File: config.mk
export PLATFORM = sky130hd
export DESIGN_NAME = id_stage_pipe
export DESIGN_NICKNAME = d
export VERILOG_FILES = /design/src/rtl/id_stage_pipe.sv
export SDC_FILE = /design/constraint.sdc
export NUM_CORES = 1
export LEC_CHECK = 0
export ABC_AREA = 0
export BUFFER_PORTS_ARGS = -buffer_cell sky130_fd_sc_hd__buf_4
export CAP_MARGIN = 20
export CELL_PAD_IN_SITES_DETAIL_PLACEMENT = 1
export CELL_PAD_IN_SITES_GLOBAL_PLACEMENT = 2
export CORE_ASPECT_RATIO = 0.5
export CORE_MARGIN = 5
export CORE_UTILIZATION = 27
export CTS_BUF_LIST = sky130_fd_sc_hd__clkbuf_8
export CTS_CLUSTER_SIZE = 14
export DETAILED_ROUTE_END_ITERATION = 10
export PLACE_DENSITY_LB_ADDON = 0.1
export SYNTH_ARGS = -nofsm -noshare
export SYNTH_HDL_FRONTEND = slang
export SYNTH_SLANG_ARGS = --single-unit
File: constraint.sdc
create_clock -name clk -period 2 [get_ports clk]
set_input_delay 0.5 -clock clk [delete_from_list [all_inputs] [get_ports clk]]
set_output_delay 0.5 -clock clk [all_outputs]
set_load 0.03 [all_outputs]
File: src/rtl/id_stage_pipe.sv
// id_stage_pipe: registered RV32I decode stage with valid/ready handshakes, load-use
// stall, flush and store-lane generation. Define ID_FORWARD_EN to enable EX/WB operand bypass.
module id_stage_pipe #(
  parameter int DATA_WIDTH     = 32,
  parameter int ADDR_WIDTH     = 32,
  parameter int REG_ADDR_WIDTH = 5
) (
  input  logic                      clk,
  input  logic                      rst_n,
  input  logic                      in_valid_i,
  output logic                      in_ready_o,
  input  logic [31:0]               inst_i,
  input  logic [ADDR_WIDTH-1:0]     inst_addr_i,
  output logic [REG_ADDR_WIDTH-1:0] rs1_addr_o,
  output logic [REG_ADDR_WIDTH-1:0] rs2_addr_o,
  input  logic [DATA_WIDTH-1:0]     rs1_data_i,
  input  logic [DATA_WIDTH-1:0]     rs2_data_i,
  input  logic                      ex_wr_en_i,
  input  logic                      ex_is_load_i,
  input  logic [REG_ADDR_WIDTH-1:0] ex_rd_addr_i,
  input  logic [DATA_WIDTH-1:0]     ex_rd_data_i,
  input  logic                      wb_wr_en_i,
  input  logic [REG_ADDR_WIDTH-1:0] wb_rd_addr_i,
  input  logic [DATA_WIDTH-1:0]     wb_rd_data_i,
  input  logic                      flush_i,
  output logic                      out_valid_o,
  input  logic                      out_ready_i,
  output logic [DATA_WIDTH-1:0]     op_data1_o,
  output logic [DATA_WIDTH-1:0]     op_data2_o,
  output logic [REG_ADDR_WIDTH-1:0] rd_addr_o,
  output logic [ADDR_WIDTH-1:0]     offset_addr_o,
  output logic [31:0]               inst_o,
  output logic [ADDR_WIDTH-1:0]     inst_addr_o,
  output logic [ADDR_WIDTH-1:0]     ram_addr_o,
  output logic [DATA_WIDTH/8-1:0]   ram_wr_en_o,
  output logic [DATA_WIDTH-1:0]     ram_wr_data_o,
  output logic                      misalign_o
);
  localparam int NB = DATA_WIDTH / 8;

  typedef enum logic [6:0] {
    OP_R      = 7'b0110011,
    OP_I      = 7'b0010011,
    OP_LOAD   = 7'b0000011,
    OP_STORE  = 7'b0100011,
    OP_BRANCH = 7'b1100011,
    OP_LUI    = 7'b0110111,
    OP_AUIPC  = 7'b0010111,
    OP_JAL    = 7'b1101111,
    OP_JALR   = 7'b1100111,
    OP_SYS    = 7'b1110011
  } opcode_e;

  opcode_e                   opcode;
  logic [2:0]                funct3;
  logic [REG_ADDR_WIDTH-1:0] rs1, rs2, rd;
  logic signed [31:0]        imm_i32, imm_s32, imm_b32, imm_u32;
  logic [DATA_WIDTH-1:0]     imm_i, imm_s, imm_u, src1, src2, ea;
  logic                      use1, use2, haz1, haz2, stall, slot_free, accept, is_shift;

  assign opcode   = opcode_e'(inst_i[6:0]);
  assign funct3   = inst_i[14:12];
  assign rs1      = REG_ADDR_WIDTH'(inst_i[19:15]);
  assign rs2      = REG_ADDR_WIDTH'(inst_i[24:20]);
  assign rd       = REG_ADDR_WIDTH'(inst_i[11:7]);
  assign is_shift = (funct3[1:0] == 2'b01);

  assign rs1_addr_o = rs1;
  assign rs2_addr_o = rs2;

  assign imm_i32 = {{20{inst_i[31]}}, inst_i[31:20]};
  assign imm_s32 = {{20{inst_i[31]}}, inst_i[31:25], inst_i[11:7]};
  assign imm_b32 = {{19{inst_i[31]}}, inst_i[31], inst_i[7], inst_i[30:25], inst_i[11:8], 1'b0};
  assign imm_u32 = {inst_i[31:12], 12'b0};
  assign imm_i   = DATA_WIDTH'(imm_i32);
  assign imm_s   = DATA_WIDTH'(imm_s32);
  assign imm_u   = DATA_WIDTH'(imm_u32);

  always_comb begin
    use1 = 1'b0;
    use2 = 1'b0;
    case (opcode)
      OP_R, OP_STORE, OP_BRANCH: begin use1 = 1'b1; use2 = 1'b1; end
      OP_I, OP_LOAD, OP_JALR:    use1 = 1'b1;
      default: ;
    endcase
  end

`ifdef ID_FORWARD_EN
  // Youngest writer wins; a load in EX has no data yet and is covered by the stall.
  assign src1 = (rs1 == '0) ? '0 :
                (ex_wr_en_i && !ex_is_load_i && ex_rd_addr_i == rs1) ? ex_rd_data_i :
                (wb_wr_en_i && wb_rd_addr_i == rs1) ? wb_rd_data_i : rs1_data_i;
  assign src2 = (rs2 == '0) ? '0 :
                (ex_wr_en_i && !ex_is_load_i && ex_rd_addr_i == rs2) ? ex_rd_data_i :
                (wb_wr_en_i && wb_rd_addr_i == rs2) ? wb_rd_data_i : rs2_data_i;
  assign haz1 = use1 && ex_wr_en_i && ex_is_load_i && ex_rd_addr_i != '0 && ex_rd_addr_i == rs1;
  assign haz2 = use2 && ex_wr_en_i && ex_is_load_i && ex_rd_addr_i != '0 && ex_rd_addr_i == rs2;
`else
  logic unused_fwd;
  assign unused_fwd = ^{ex_rd_data_i, wb_rd_data_i, ex_is_load_i};
  assign src1 = rs1_data_i;
  assign src2 = rs2_data_i;
  assign haz1 = use1 && ((ex_wr_en_i && ex_rd_addr_i != '0 && ex_rd_addr_i == rs1) ||
                         (wb_wr_en_i && wb_rd_addr_i != '0 && wb_rd_addr_i == rs1));
  assign haz2 = use2 && ((ex_wr_en_i && ex_rd_addr_i != '0 && ex_rd_addr_i == rs2) ||
                         (wb_wr_en_i && wb_rd_addr_i != '0 && wb_rd_addr_i == rs2));
`endif

  assign stall      = haz1 || haz2;
  assign slot_free  = !out_valid_o || out_ready_i;
  assign in_ready_o = slot_free && !stall && !flush_i;
  assign accept     = in_valid_i && in_ready_o;
  assign ea         = src1 + ((opcode == OP_STORE) ? imm_s : imm_i);

  logic [DATA_WIDTH-1:0]     op1_d, op2_d, wdata_d;
  logic [REG_ADDR_WIDTH-1:0] rd_d;
  logic [ADDR_WIDTH-1:0]     off_d, raddr_d;
  logic [NB-1:0]             wen_d;
  logic                      mis_d;

  always_comb begin
    op1_d   = '0;
    op2_d   = '0;
    rd_d    = '0;
    off_d   = '0;
    raddr_d = '0;
    wen_d   = '0;
    wdata_d = '0;
    mis_d   = 1'b0;
    case (opcode)
      OP_R: begin
        op1_d = src1;
        op2_d = is_shift ? DATA_WIDTH'(src2[4:0]) : src2;
        rd_d  = rd;
      end
      OP_I: begin
        op1_d = src1;
        op2_d = is_shift ? DATA_WIDTH'(inst_i[24:20]) : imm_i;
        rd_d  = rd;
      end
      OP_LOAD: begin
        op1_d   = src1;
        op2_d   = imm_i;
        rd_d    = rd;
        raddr_d = ADDR_WIDTH'(ea);
      end
      OP_STORE: begin
        op1_d   = src1;
        op2_d   = src2;
        raddr_d = ADDR_WIDTH'(ea);
        case (funct3)
          3'b000: begin
            wen_d   = NB'(1) << ea[1:0];
            wdata_d = DATA_WIDTH'(src2[7:0]) << {ea[1:0], 3'b000};
          end
          3'b001: begin
            if (ea[0]) mis_d = 1'b1;
            else begin
              wen_d   = NB'(3) << {ea[1], 1'b0};
              wdata_d = DATA_WIDTH'(src2[15:0]) << {ea[1], 4'b0000};
            end
          end
          3'b010: begin
            if (ea[1:0] != 2'b00) mis_d = 1'b1;
            else begin
              wen_d   = '1;
              wdata_d = src2;
            end
          end
          default: ;
        endcase
      end
      OP_BRANCH: begin
        op1_d = src1;
        op2_d = src2;
        off_d = ADDR_WIDTH'(imm_b32);
      end
      OP_LUI: begin
        op2_d = imm_u;
        rd_d  = rd;
      end
      OP_AUIPC: begin
        op1_d = DATA_WIDTH'(inst_addr_i);
        op2_d = imm_u;
        rd_d  = rd;
      end
      OP_JAL: begin
        op1_d = DATA_WIDTH'(inst_addr_i);
        op2_d = DATA_WIDTH'(4);
        rd_d  = rd;
      end
      OP_JALR: begin
        op1_d = src1;
        op2_d = imm_i;
        rd_d  = rd;
      end
      default: ;
    endcase
  end

  logic                      valid_q, mis_q;
  logic [DATA_WIDTH-1:0]     op1_q, op2_q, wdata_q;
  logic [REG_ADDR_WIDTH-1:0] rd_q;
  logic [ADDR_WIDTH-1:0]     off_q, raddr_q, pc_q;
  logic [31:0]               inst_q;
  logic [NB-1:0]             wen_q;

  // Payload only moves on accept, so it is frozen under back-pressure and across bubbles.
  always_ff @(posedge clk or negedge rst_n) begin
    if (!rst_n) begin
      valid_q <= 1'b0;
      op1_q   <= '0;
      op2_q   <= '0;
      rd_q    <= '0;
      off_q   <= '0;
      inst_q  <= '0;
      pc_q    <= '0;
      raddr_q <= '0;
      wen_q   <= '0;
      wdata_q <= '0;
      mis_q   <= 1'b0;
    end else if (flush_i) begin
      valid_q <= 1'b0;
    end else if (slot_free) begin
      valid_q <= accept;
      if (accept) begin
        op1_q   <= op1_d;
        op2_q   <= op2_d;
        rd_q    <= rd_d;
        off_q   <= off_d;
        inst_q  <= inst_i;
        pc_q    <= inst_addr_i;
        raddr_q <= raddr_d;
        wen_q   <= wen_d;
        wdata_q <= wdata_d;
        mis_q   <= mis_d;
      end
    end
  end

  assign out_valid_o   = valid_q;
  assign op_data1_o    = op1_q;
  assign op_data2_o    = op2_q;
  assign rd_addr_o     = rd_q;
  assign offset_addr_o = off_q;
  assign inst_o        = inst_q;
  assign inst_addr_o   = pc_q;
  assign ram_addr_o    = raddr_q;
  assign ram_wr_en_o   = wen_q;
  assign ram_wr_data_o = wdata_q;
  assign misalign_o    = mis_q;
endmodule

==> run_results.csv <==
group,metric,value,unit
power,leakage,9.50,nW
global_routing,grt_util_met2,38.9,%
floorplan,start_util,27.4,%
critical_path,cp-start-kind,"primary input",
cts,insertion_delay,0.59,ns
sta,worstMarginPinSlew,0.594,ns
sta,relSlewSlack,60.0,%
synthesis,synth_edf_count,0,
cts,htreeDepth,2,
global_routing,grt.met3_usage,4.13,%
cts,cts_tree,"yes",
sta,setup_slack,-1.01,ns
synthesis,synth_top_area_share,48.4,%
critical_path,path_max_fanout,6,
floorplan,io_pins,456,
critical_path,setup.worst_path.class,"in -> reg",
critical_path,end_kind,"flop",
placed_design,port_buffers,389,
global_routing,busiest_layer,"met2",
detailed_routing,drtIter0Drc,532,
detailed_routing,viasPerCell,4.94,
power,p_total,13.5,mW
placed_design,hpwl,38.0,mm
global_routing,grt_max_degree,47,
placed_design,dp.cells,2147,
floorplan,coreArea,40500,um2
sta,fmax,0.332,GHz
sta,rsz0062_at_grt,"yes",
detailed_routing,drc_errors,0,
cells_and_area,postLayoutCoreUtil,48.8,%
global_routing,track_usage,21.7,%
cells_and_area,drive_gt1_share,58.3,%
detailed_routing,routedWlPerCell,22.8,um
cells_and_area,antenna_cells,0,
critical_path,crit_path_max_incr_delay,0.49,ns
sta,fin_skew,0.0326,ns
global_routing,grtUsageMet1,26.6,%
detailed_routing,drt_first_pass_iters,6,
synthesis,synth_nets,1324,
sta,drv_slew,0,
cts,clock-sinks,215,
synthesis,syn_area_per_cell,10.3,um2
placed_design,gp_congestion,0.823,
sta,setup-tns-final,-99.92,ns
hold_path,worstHoldPathType,"in -> reg",
synthesis,synthDistinctLibCells,66,
detailed_routing,num_vias,11439,
cells_and_area,regArea,5380,um2
sta,period_needed,3.01,ns
detailed_routing,finalWirelength,52.7,mm
critical_path,critical_path.slowest_cell,"or4b_4",
cells_and_area,layoutNonFillerInstCount,2317,
run_status,violations,"negative setup slack",
global_routing,grt_antenna_before_repair,2,
cells_and_area,nFillCells,4385,
critical_path,worstPathCellList,"buf_6 -> nor2_4 -> nor4b_4 -> nand2_4 -> mux2_4 -> ha_4 -> nand3_4 -> o22ai_4 -> a221oi_4 -> o21a_1 -> o21ai_2 -> or4b_4 -> a21oi_2 -> xnor2_1 -> a22o_1",
cts,clk_path_buf_depth,3,
global_routing,grt_pass1_vias,12572,
sta,min_period_over_period,151,%
sta,hold_violations,0,
cells_and_area,area.growth.synth_to_final,77.8,%
floorplan,core.rowCount,52,
run,maxCapViolCount,0,
critical_path,path_buf_inv,1,
cells_and_area,nets,1995,
cts,clkTransAtPathRegs,0.07,ns
synthesis,syn_inst,1081,
global_routing,grt_pass1_wl,77.9,mm
synthesis,synth_area_leaders,"dfrtp_1 48%, nand2_1 6.8%, mux2_1 6.6%, a22oi_1 3.9%, ha_1 3.6%",
synthesis,yosys.area.top_type,"dfrtp_1",
run_status,status,"finished with violations",
detailed_routing,postRouteAntennaNets,0,
synthesis,synth_ff_type,"dfrtp_1",
critical_path,crit_required,2.48,ns
cells_and_area,multi_input_area,6320,um2
cts,cts-root-buf,"clkbuf_8",
power,peakVddDrop,0.000327,V
sta,setup_violations,216,
synthesis,yosysWarnings,0,
synthesis,seq_area_frac_synth,48.4,%
floorplan,die_h,154,um
critical_path,crit_family,"simple AND/OR/NAND/NOR gates",
synthesis,ys_seq_elements,215,
floorplan,die_w,297,um
floorplan,die-area,45600,um2
placed_design,dp_slack,-1.93,ns
synthesis,synth-async-reset-ratio,100,%
global_routing,overflow,0,
cts,numCtsBuffers,37,
critical_path,crit_arrival,3.49,ns
power,powerDensity,685,nW/um2
synthesis,netlist_area,11100,um2
-- Yosys cell counts (all sizes together), types with 9 or more instances --
cell / n
dfrtp: 215
nand2: 203
o21ai: 117
mux2: 71
buf: 67
a22oi: 58
o31ai: 44
a21oi: 35
clkbuf: 32
ha: 32
xor2: 27
a221oi: 23
nor2: 23
xnor2: 22
a22o: 12
nor3: 12
nand3: 9
-- stage by stage --
stage	cell area (um2)	hold slack, ns
floorplan	11600	0.204
global placement	16500	0.427
detailed placement	16500	0.438
CTS	18600	0.0876
global route	19800	0.107
finish	19800	0.125
-- layout make-up --
| cell class | instances | share of cell area [%] |
|---|---|---|
| multi-input combinational | 764 | 32.0 |
| clock inverter | 20 | 0.962 |
| clock buffer | 44 | 3.06 |
| tap | 540 | 3.42 |
| timing repair buffer | 730 | 33.3 |
| sequential | 215 | 27.2 |
| inverter | 4 | 0.0759 |
-- sequential cells by signal, indices dropped and copies added (netlist names) --
name / count
ram_wr_en_o: 4
ram_wr_data_o: 32
op_data2_o: 32
inst_o: 32
op_data1_o: 32
offset_addr_o: 12
misalign_o: 1
inst_addr_o: 32
rd_addr_o: 5
ram_addr_o: 32
out_valid_o: 1
-- logic make-up after synthesis --
group           share of synthesized area, %
compound gates                          19.7
xor+xnor                                3.86
fa+ha+maj                               3.78
buf+inv                                 5.98
flops                                   48.4
mux                                     7.19
other cells                           0.0337
simple gates                            11.0
-- report_power, final --
group / leakage, nW / switching, mW / total (mW) / internal (mW)
registers: 2.85 / 0.188 / 4.82 / 4.63
clock network: 0.445 / 2.05 / 4.56 / 2.51
logic: 6.20 / 2.12 / 4.15 / 2.03
total: 9.50 / 4.36 / 13.5 / 9.17
-- final timing paths --
kind	slack [ns]	from	to	cells past startpoint
worst min-delay path	0.12	flush_i	out_valid_o$_DFFE_PN0P_	2
worst max-delay path	-1.01	inst_i[3]	ram_addr_o[31]$_DFFE_PN0P_	15
min in group asynchronous	0.41	rst_n	op_data1_o[27]$_DFFE_PN0P_	2
worst min register to register	0.48	ram_wr_en_o[3]$_DFFE_PN0P_	ram_wr_en_o[3]$_DFFE_PN0P_	2
max in group asynchronous	0.92	rst_n	op_data1_o[16]$_DFFE_PN0P_	3
worst max register to register	-0.14	out_valid_o$_DFFE_PN0P_	misalign_o$_DFFE_PN0P_	12
-- per-layer routing --
layer	wire length, um	vias to the layer above
met3	2210	90
met2	27200	247
met4	1510	4
met1	21800	5851
li1	-	5247
met5	21	-
-- placed cells by master, fill, tap and decap left out, types with 12 or more instances in the layout --
master,netlist,routed
nor2_1,21,13
buf_8,2,22
a22oi_1,58,47
ha_1,32,26
nand2_2,1,39
o21ai_1,66,61
mux2_4,0,68
buf_6,16,64
nand2_4,0,12
buf_16,0,12
a22o_1,12,12
xnor2_1,22,17
clkbuf_8,0,44
nand2_1,202,151
a21oi_1,34,23
buf_4,31,599
dfrtp_1,215,214
o21ai_0,50,15
buf_12,0,21
a221oi_1,22,18
xor2_1,27,26
inv_1,4,16
o21ai_2,1,38
o31ai_1,44,35
-- timing repair --
action	4_1_cts	5_1_grt
cloned	16	12
buffers inserted	51	51
resized for setup	146	196
hold endpoints to repair	37	0
pin swaps	73	98
endpoints found under the setup margin	210	210
hold buffers	1	0
Power figures use the tool's default switching activity.
